`config.mk`:
```
export PLATFORM = sky130hd
export DESIGN_NAME = fighter_state_fsm_flat
export DESIGN_NICKNAME = d
export VERILOG_FILES = /design/src/rtl/fighter_state_fsm_if.sv /design/src/rtl/fighter_state_fsm.sv /design/src/flat_wrapper.sv
export SDC_FILE = /design/constraint.sdc
export NUM_CORES = 1
export LEC_CHECK = 0
export BUFFER_PORTS_ARGS = -buffer_cell sky130_fd_sc_hd__buf_2
export CAP_MARGIN = 20
export CORE_MARGIN = 1.5
export CORE_UTILIZATION = 46
export DETAILED_ROUTE_END_ITERATION = 10
export PLACE_DENSITY = 0.74
export SETUP_SLACK_MARGIN = 0.4
export SLEW_MARGIN = 0
export SYNTH_ARGS = -nofsm -noshare
export SYNTH_HDL_FRONTEND = slang
export SYNTH_SLANG_ARGS = --single-unit
```
`constraint.sdc`:
```
create_clock -name clk -period 1.9 [get_ports clk]
set_input_delay 0.38 -clock clk [delete_from_list [all_inputs] [get_ports clk]]
set_output_delay 0.38 -clock clk [all_outputs]
set_load 0.05 [all_outputs]
```
`src/rtl/fighter_state_fsm_if.sv`:
```
// fighter_state_fsm_if: signal bundle between one fighter FSM and the arbiter/renderer.
// master drives controls and hit/block results; slave is the FSM.
interface fighter_state_fsm_if #(parameter int CNT_W = 6);
   logic frame_tick, facing, left, right, attack, got_hit, got_blocked, opp_diratk;
   logic [3:0] state;
   logic [CNT_W-1:0] frames_left;
   logic move_flag, basic_attack_flag, directional_attack_flag, hitbox_active, busy;
   modport master (
      output frame_tick, facing, left, right, attack, got_hit, got_blocked, opp_diratk,
      input  state, frames_left, move_flag, basic_attack_flag, directional_attack_flag, hitbox_active, busy
   );
   modport slave (
      input  frame_tick, facing, left, right, attack, got_hit, got_blocked, opp_diratk,
      output state, frames_left, move_flag, basic_attack_flag, directional_attack_flag, hitbox_active, busy
   );
endinterface

```
`src/rtl/fighter_state_fsm.sv`:
```
// fighter_state_fsm: per-player fighter state machine advancing on frame_tick.
// Define INPUT_BUFFER_EN to let late attack presses chain straight into the next attack.
module fighter_state_fsm #(
   parameter int CNT_W         = 6,
   parameter int ATK_START     = 5,
   parameter int ATK_ACTIVE    = 2,
   parameter int ATK_RECOV     = 16,
   parameter int DIR_START     = 4,
   parameter int DIR_ACTIVE    = 3,
   parameter int DIR_RECOV     = 15,
   parameter int HITSTUN_OFF   = 1,
   parameter int BLOCKSTUN_OFF = 3,
   parameter int BUF_WINDOW    = 4
) (
   input logic clk,
   input logic reset,
   fighter_state_fsm_if.slave bus
);
   function automatic bit bad_len(input int n);
      return n < 1 || n > (1 << CNT_W);
   endfunction
   if (bad_len(ATK_START) || bad_len(ATK_ACTIVE) || bad_len(ATK_RECOV) ||
       bad_len(DIR_START) || bad_len(DIR_ACTIVE) || bad_len(DIR_RECOV) ||
       bad_len(ATK_RECOV - HITSTUN_OFF) || bad_len(DIR_RECOV - HITSTUN_OFF) ||
       bad_len(ATK_RECOV - BLOCKSTUN_OFF) || bad_len(DIR_RECOV - BLOCKSTUN_OFF)) begin : g_cfg_err
      $error("fighter_state_fsm: phase or stun length outside 1..2**CNT_W");
   end
   // counter reload values are length-1 so each phase lasts exactly its length in ticks
   localparam logic [CNT_W-1:0] AS = CNT_W'(ATK_START - 1);
   localparam logic [CNT_W-1:0] AA = CNT_W'(ATK_ACTIVE - 1);
   localparam logic [CNT_W-1:0] AR = CNT_W'(ATK_RECOV - 1);
   localparam logic [CNT_W-1:0] DS = CNT_W'(DIR_START - 1);
   localparam logic [CNT_W-1:0] DA = CNT_W'(DIR_ACTIVE - 1);
   localparam logic [CNT_W-1:0] DR = CNT_W'(DIR_RECOV - 1);
   localparam logic [CNT_W-1:0] HA = CNT_W'(ATK_RECOV - HITSTUN_OFF - 1);
   localparam logic [CNT_W-1:0] HD = CNT_W'(DIR_RECOV - HITSTUN_OFF - 1);
   localparam logic [CNT_W-1:0] BA = CNT_W'(ATK_RECOV - BLOCKSTUN_OFF - 1);
   localparam logic [CNT_W-1:0] BD = CNT_W'(DIR_RECOV - BLOCKSTUN_OFF - 1);
   typedef enum logic [3:0] {
      IDLE, BACK, FWD, ATK_S, ATK_A, ATK_R, DIR_S, DIR_A, DIR_R, HITSTUN, BLOCKSTUN
   } state_t;
   state_t state_q, state_n, exit_s;
   logic [CNT_W-1:0] cnt_q, cnt_n, exit_c;
   logic fwd, back, dir, done;
`ifdef INPUT_BUFFER_EN
   localparam logic [CNT_W:0] BW = (CNT_W+1)'(BUF_WINDOW);
   logic buf_v, buf_dir, buf_v_n, buf_dir_n, win;
`endif
   always_comb begin
      fwd = bus.facing ? bus.right & ~bus.left : bus.left & ~bus.right;
      back = bus.facing ? bus.left & ~bus.right : bus.right & ~bus.left;
      dir = fwd ^ back;
      done = cnt_q == '0;
      state_n = state_q;
      cnt_n = cnt_q;
`ifdef INPUT_BUFFER_EN
      win = state_q inside {ATK_R, DIR_R, HITSTUN, BLOCKSTUN} && bus.attack && {1'b0, cnt_q} < BW;
      buf_v_n = buf_v | (bus.frame_tick & win);
      buf_dir_n = buf_v ? buf_dir : dir;
      exit_s = !buf_v_n ? IDLE : buf_dir_n ? DIR_S : ATK_S;
      exit_c = !buf_v_n ? '0 : buf_dir_n ? DS : AS;
`else
      exit_s = IDLE;
      exit_c = '0;
`endif
      if (bus.frame_tick) begin
         if (bus.got_hit | bus.got_blocked) begin
            state_n = bus.got_hit ? HITSTUN : BLOCKSTUN;
            cnt_n = bus.got_hit ? (bus.opp_diratk ? HD : HA) : (bus.opp_diratk ? BD : BA);
         end else if (state_q inside {IDLE, BACK, FWD}) begin
            state_n = bus.attack ? (dir ? DIR_S : ATK_S) : back ? BACK : fwd ? FWD : IDLE;
            cnt_n = bus.attack ? (dir ? DS : AS) : '0;
         end else if (!done && state_q <= BLOCKSTUN) begin
            cnt_n = cnt_q - 1'b1;
         end else begin
            case (state_q)
               ATK_S: begin state_n = ATK_A; cnt_n = AA; end
               ATK_A: begin state_n = ATK_R; cnt_n = AR; end
               DIR_S: begin state_n = DIR_A; cnt_n = DA; end
               DIR_A: begin state_n = DIR_R; cnt_n = DR; end
               ATK_R, DIR_R, HITSTUN, BLOCKSTUN: begin state_n = exit_s; cnt_n = exit_c; end
               default: begin state_n = IDLE; cnt_n = '0; end
            endcase
         end
      end
   end
   always_ff @(posedge clk or posedge reset) begin
      if (reset) begin
         state_q <= IDLE;
         cnt_q <= '0;
      end else begin
         state_q <= state_n;
         cnt_q <= cnt_n;
      end
   end
`ifdef INPUT_BUFFER_EN
   // buffer is consumed on the exit tick (counter at 0) and dropped on any hit/block
   always_ff @(posedge clk or posedge reset) begin
      if (reset) begin
         buf_v <= 1'b0;
         buf_dir <= 1'b0;
      end else begin
         buf_v <= bus.frame_tick && (bus.got_hit || bus.got_blocked || done) ? 1'b0 : buf_v_n;
         buf_dir <= buf_dir_n;
      end
   end
`endif
   assign bus.state = state_q;
   assign bus.frames_left = cnt_q;
   assign bus.move_flag = state_q inside {BACK, FWD};
   assign bus.basic_attack_flag = state_q inside {ATK_S, ATK_A};
   assign bus.directional_attack_flag = state_q inside {DIR_S, DIR_A};
   assign bus.hitbox_active = state_q inside {ATK_A, DIR_A};
   assign bus.busy = state_q inside {[ATK_S:BLOCKSTUN]};
endmodule
```
`src/flat_wrapper.sv`:
```
// flat-port wrapper written by rule: the top's interface ports become plain ports
module fighter_state_fsm_flat 
#(
   parameter int CNT_W         = 6,
   parameter int ATK_START     = 5,
   parameter int ATK_ACTIVE    = 2,
   parameter int ATK_RECOV     = 16,
   parameter int DIR_START     = 4,
   parameter int DIR_ACTIVE    = 3,
   parameter int DIR_RECOV     = 15,
   parameter int HITSTUN_OFF   = 1,
   parameter int BLOCKSTUN_OFF = 3,
   parameter int BUF_WINDOW    = 4
)
  (clk, reset, bus_frame_tick, bus_facing, bus_left, bus_right, bus_attack, bus_got_hit, bus_got_blocked, bus_opp_diratk, bus_state, bus_frames_left, bus_move_flag, bus_basic_attack_flag, bus_directional_attack_flag, bus_hitbox_active, bus_busy);
  fighter_state_fsm_if #(.CNT_W(CNT_W)) bus_i ();
  input logic clk;
  input logic reset;
  input wire logic [$bits(bus_i.frame_tick)-1:0] bus_frame_tick;
  input wire logic [$bits(bus_i.facing)-1:0] bus_facing;
  input wire logic [$bits(bus_i.left)-1:0] bus_left;
  input wire logic [$bits(bus_i.right)-1:0] bus_right;
  input wire logic [$bits(bus_i.attack)-1:0] bus_attack;
  input wire logic [$bits(bus_i.got_hit)-1:0] bus_got_hit;
  input wire logic [$bits(bus_i.got_blocked)-1:0] bus_got_blocked;
  input wire logic [$bits(bus_i.opp_diratk)-1:0] bus_opp_diratk;
  output wire logic [$bits(bus_i.state)-1:0] bus_state;
  output wire logic [$bits(bus_i.frames_left)-1:0] bus_frames_left;
  output wire logic [$bits(bus_i.move_flag)-1:0] bus_move_flag;
  output wire logic [$bits(bus_i.basic_attack_flag)-1:0] bus_basic_attack_flag;
  output wire logic [$bits(bus_i.directional_attack_flag)-1:0] bus_directional_attack_flag;
  output wire logic [$bits(bus_i.hitbox_active)-1:0] bus_hitbox_active;
  output wire logic [$bits(bus_i.busy)-1:0] bus_busy;
  assign bus_i.frame_tick = bus_frame_tick;
  assign bus_i.facing = bus_facing;
  assign bus_i.left = bus_left;
  assign bus_i.right = bus_right;
  assign bus_i.attack = bus_attack;
  assign bus_i.got_hit = bus_got_hit;
  assign bus_i.got_blocked = bus_got_blocked;
  assign bus_i.opp_diratk = bus_opp_diratk;
  assign bus_state = bus_i.state;
  assign bus_frames_left = bus_i.frames_left;
  assign bus_move_flag = bus_i.move_flag;
  assign bus_basic_attack_flag = bus_i.basic_attack_flag;
  assign bus_directional_attack_flag = bus_i.directional_attack_flag;
  assign bus_hitbox_active = bus_i.hitbox_active;
  assign bus_busy = bus_i.busy;
  fighter_state_fsm #(.CNT_W(CNT_W), .ATK_START(ATK_START), .ATK_ACTIVE(ATK_ACTIVE), .ATK_RECOV(ATK_RECOV), .DIR_START(DIR_START), .DIR_ACTIVE(DIR_ACTIVE), .DIR_RECOV(DIR_RECOV), .HITSTUN_OFF(HITSTUN_OFF), .BLOCKSTUN_OFF(BLOCKSTUN_OFF), .BUF_WINDOW(BUF_WINDOW)) u_core (.clk(clk), .reset(reset), .bus(bus_i));
endmodule
```
* Word-level counts from Yosys, hierarchy flattened
Memory sizes are Yosys's and may differ from the RTL's.
Index checks and enable logic that the tools add are counted.
** Word-level totals
- Memories kept :: 1
- Memory bits (read-only) :: 128
- Word-level logic and storage cells :: 48
- Input bits :: 10
- Output and inout port bits :: 15
- Register bits :: 10
** Operators by class
- $lt $le $gt $ge :: 2
- Muxes and demuxes :: 18
- Add/sub/neg operators :: 1
- Reductions and logical operators :: 11
- Bitwise logic cells :: 6
- Equality and inequality tests :: 7
** Memories
- (name not given) :: words 16, bits a word 8, read ports 1, clocked after Yosys merged registers in 0, wr ports 0, RTL line fighter_state_fsm.sv:76 : case (state_q)
** Operators with widths (number)
- 2-to-1 mux 6 bit :: 5
- 2-to-1 mux 4 bit :: 5
- equality test 4 x 3 -> 1 bit (second input constant) :: 3
- 2-to-1 mux 3 bit :: 3
- equality test 4 x 2 -> 1 bit (second input constant) :: 2
- nonzero test 2 bit :: 4
- zero test 6 bit :: 1
- 2-to-1 mux 2 bit :: 3
- subtractor 6 x 1 -> 6 bit (second input constant) :: 1
- equality test 4 x 1 -> 1 bit (second input constant) :: 1
- >= comparator 4 x 2 -> 1 bit (second input constant) :: 1
- less-or-equal comparator 4 bit (second input constant) :: 1
- zero test 4 bit :: 1
- != test 3 x 1 -> 1 bit (second input constant) :: 1
- nonzero test 3 bit :: 1
- AND 1 bit :: 2
- logical AND 1 bit :: 2
- 2-to-1 mux 1 bit :: 2
- NOT 1 bit :: 2
- AND reduction 2 bit :: 1
- zero test 1 bit :: 1
- OR 1 bit :: 1
- XOR 1 bit :: 1

* Depth between registers and ports, before layout
- Depth after elaboration :: 8
- Mapped depth :: 7
- Depth with buffers taken out :: 7

* Worst setup path after synthesis
No wires, ideal clock.
- Path kind :: flip-flop to output port
- Start :: register u_core.state_q[0], in the netlist u_core.bus.state[0]
- End :: output port bus_move_flag
- Required time :: 1.520 ns
- Stages on the path, launching flop included :: 5
- Setup slack :: -0.598 ns
- Arrival time :: 2.118 ns
- Buffers on the path :: 0
- Path through :: dfrtp_1 -> inv_1 -> ha_1 -> nor2_1 -> nor3_1
** On the way
- Cells in the longest elaborated chain, start to end :: 2
- Elaborated cells on any way between the ends :: 3
- Classes of those cells :: eq/ne (2); reduce/logical (1)
** RTL lines
- start: declaration :: RTL line fighter_state_fsm.sv:42 : state_t state_q, state_n, exit_s;
- start signal: assignment :: RTL line fighter_state_fsm.sv:92 : state_q <= state_n;
- equality test 4 x 1 -> 1 bit / equality test 4 x 2 -> 1 bit (equally long branches) :: RTL line fighter_state_fsm.sv:110 : assign bus.move_flag = state_q inside {BACK, FWD};
- nonzero test 2 bit * :: RTL line fighter_state_fsm.sv:110
- end: declaration :: RTL line flat_wrapper.sv:29 : output wire logic [$bits(bus_i.move_flag)-1:0] bus_move_flag;
Mark *: on every way between the ends. The rest lies on a longest branch, timed or not.

* Worst setup path after layout
- Start :: register u_core.state_q[0], in the netlist u_core.bus.state[0]
- End :: output port bus_busy
** On the way
- Cells in the longest elaborated chain, start to end :: 2
- Elaborated cells on any way between the ends :: 3
- Classes of those cells :: order compare (2); reduce/logical (1)
** RTL lines
- >= comparator 4 x 2 -> 1 bit / less-or-equal comparator 4 bit (equally long branches) :: RTL line fighter_state_fsm.sv:114 : assign bus.busy = state_q inside {[ATK_S:BLOCKSTUN]};
- logical AND 1 bit * :: RTL line fighter_state_fsm.sv:114
- end: declaration :: RTL line flat_wrapper.sv:33 : output wire logic [$bits(bus_i.busy)-1:0] bus_busy;
Marks and branches as above.

==> impl_metrics.json <==
{
  "outcome": "finished, violations left",
  "violations": "setup timing",
  "yosysSeqAreaShare": 0.2667,
  "cp_slowest_cell": "dfrtp_2",
  "ys_warn_count": 0,
  "ctsRootBufferMaster": "clkbuf_4",
  "setup.worst_path.end": "bus_busy",
  "synth_area_um2": 938.4,
  "ir_drop_v": 0.0005775,
  "grt_pass1_vias": 862,
  "critPathLaunch": "u_core.bus.state[0]",
  "clk_pin_slew_ns": 0.07,
  "maxSlewViolCount": 0,
  "path_cells": "inv_4 > ha_4 > nor2b_4 > o21ai_2 > o31a_2 > buf_8",
  "max_stage_delay_ns": 0.44,
  "drive_above_1_share": 0.5101,
  "power_mw": 1.059,
  "r2r_end": "u_core.bus.state[1]",
  "ys_types": 37,
  "crit_path_start_kind": "register",
  "power_per_cell_area_mw_per_mm2": 757.4,
  "yosys_register_bits": 10,
  "relSlewSlack": 0.6799,
  "die-area_mm2": 0.002320,
  "grt_pass1_wl_um": 3939,
  "postLayoutSetupSlackWorst_ns": -0.0009522,
  "hold_path.class": "primary input to async pin",
  "syn_nets": 128,
  "post-synth-top-count-cell": "nor2_1",
  "syn_avg_cell_area_um2": 8.609,
  "rows": 16,
  "p_leak_nw": 0.5989,
  "clock-sinks": 10,
  "hpwl_um": 1838,
  "gp_congestion": 0.8037,
  "path_class": "register to output pin",
  "synthTopCellsByCount": "11 x nor2_1, 10 x dfrtp_1, 9 x ha_1, 9 x inv_1",
  "setup_violations": 1,
  "grt.overflow.total": 0,
  "dieWidth_um": 48.17,
  "path_max_fanout": 5,
  "fin_crit_ns": 1.901,
  "num-fill-cells": 148,
  "ctsHtreeMaxLevel": 1,
  "fmax_mhz": 526.1,
  "synth_top_area_share": 0.2667,
  "synth_flop_cell": "dfrtp_1",
  "r2r_slack_ns": 0.02,
  "port_buffers": 24,
  "grtUsageTotal": 0.2527,
  "nets": 169,
  "postCtsHoldBufs": 0,
  "dp_slack_ns": 0.05532,
  "yosys.area.top_type": "dfrtp_1",
  "rsz0062_at_grt": "yes",
  "tightest_slew_ns": 0.4784,
  "start_util": 0.4832,
  "final_antenna_net_count": 0,
  "ioPinCount": 25,
  "final-instance-count-excl-fill": 176,
  "grt_antenna_before_repair": 0,
  "drt-total-wl_um": 2848,
  "drc": 0,
  "clock_skew_ns": 0.006298,
  "synth_area_leaders": "dfrtp_1 27%, ha_1 12%, nor2_1 4.4%, o21ai_0 3.7%, xor2_1 3.7%",
  "utilization": 0.7197,
  "cts_tree": "done",
  "holdWs_ns": 0.08002,
  "async_flop_share": 1.000,
  "wl_per_cell_um": 16.18,
  "coreArea_mm2": 0.001942,
  "end_kind": "output pin",
  "die_h_um": 48.17,
  "drv_cap": 0,
  "num_vias": 1003,
  "required_ns": 1.52,
  "numCtsBuffers": 3,
  "synthToLayoutAreaGrowth_pct": 48.93,
  "drtIter0Drc": 36,
  "grt_max_degree": 12,
  "cp.arrival_ns": 1.52,
  "synth_edf_count": 0,
  "rr_startpoint": "u_core.bus.state[0]",
  "r2r_cells": 7,
  "n_antenna_cell": 0,
  "drtPass1Iterations": 4,
  "syn_inst": 109,
  "insertion_delay_ns": 0.27,
  "dp.cells": 161,
  "clockBufferDepth": 2,
  "hold_viol": 0,
  "min_period_over_period": 1.001,
  "via_per_inst": 5.699
}
==> registers in the layout (all words and copies together), names as in the netlist <==
name,cells
u_core.bus.frames_left,6
u_core.bus.state,4
==> per-layer routing <==
metal,share of wire,vias to the layer above,track usage
li1,-,469,-
met3,0.054,16,0.04815
met5,0,-,0
met2,0.47,45,0.3868
met4,0.042,0,0.1027
met1,0.43,473,0.3494
==> logic make-up (layout without fill, tap and decap cells) <==
group	after synthesis	in the layout	share of synthesized area
fa+ha+maj	9	9	0.1200
mux	4	4	0.04800
simple gates	39	39	0.2240
xor+xnor	4	4	0.03733
compound gates	31	31	0.2374
flops	10	10	0.2667
buf+inv	12	52	0.06666
==> power breakdown <==
group	switching [mW]	total [mW]	internal, mW
sequential	0.0428	0.281	0.238
clock	0.0768	0.193	0.117
combinational	0.342	0.584	0.242
total	0.462	1.06	0.597
==> cell type report <==
class | instances | area [um^2] | area share
tap | 27 | 33.78 | 0.02417
timing repair buffer | 39 | 284.0 | 0.2032
clock buffer | 4 | 36.28 | 0.02596
inverter | 9 | 38.79 | 0.02775
sequential | 10 | 257.7 | 0.1844
multi-input combinational | 87 | 747.0 | 0.5345
==> timing repair <==
| item | 4_1_cts | 5_1_grt |
|---|---|---|
| endpoints found under the setup margin | 16 | 17 |
| buffers inserted | 9 | 2 |
| pin swaps | 4 | 6 |
| resized for setup | 18 | 11 |
==> stage by stage <==
| stage | area (um^2) | TNS [ns] |
|---|---|---|
| 4_1_cts | 1341 | 0 |
| 5_1_grt | 1398 | -0.2302 |
| 3_5_place_dp | 1174 | 0 |
| 3_3_place_gp | 1174 | 0 |
| 2_1_floorplan | 1018 | -0.01470 |
| 6_report | 1398 | -0.0009522 |
==> layout by cell type, fill, tap and decap left out, drive strengths merged, types with 4 or more instances in the layout <==
master  Yosys  final
nand2       7      7
o21ai       9      9
a21oi       6      6
inv         9      9
ha          9      9
dfrtp      10     10
buf         1     38
nor2       12     12
xor2        4      4
nor3        7      7
clkbuf      2      5
nor2b       4      4
==> worst min-delay path by stage <==
stage | from | end | slack [ns]
after floorplan | reset | u_core.bus.frames_left[2] | 0.22
after global placement | reset | u_core.bus.frames_left[3] | 0.37
after detailed placement | reset | u_core.bus.frames_left[3] | 0.38
after CTS | reset | u_core.bus.frames_left[4] | 0.09
after global routing | reset | u_core.bus.frames_left[5] | 0.11
final | reset | u_core.bus.frames_left[5] | 0.08
==> worst max-delay path: cells and delay by family (launching register included) <==
| family | cells | cell delay (ns) |
|---|---|---|
| and+or+nand+nor | 1 | 0.06 |
| adders and majority gates | 1 | 0.18 |
| DFF | 1 | 0.44 |
| buffers and inverters | 2 | 0.22 |
| AOI/OAI and AO/OA | 2 | 0.35 |
(Power assumes the default switching activity.)
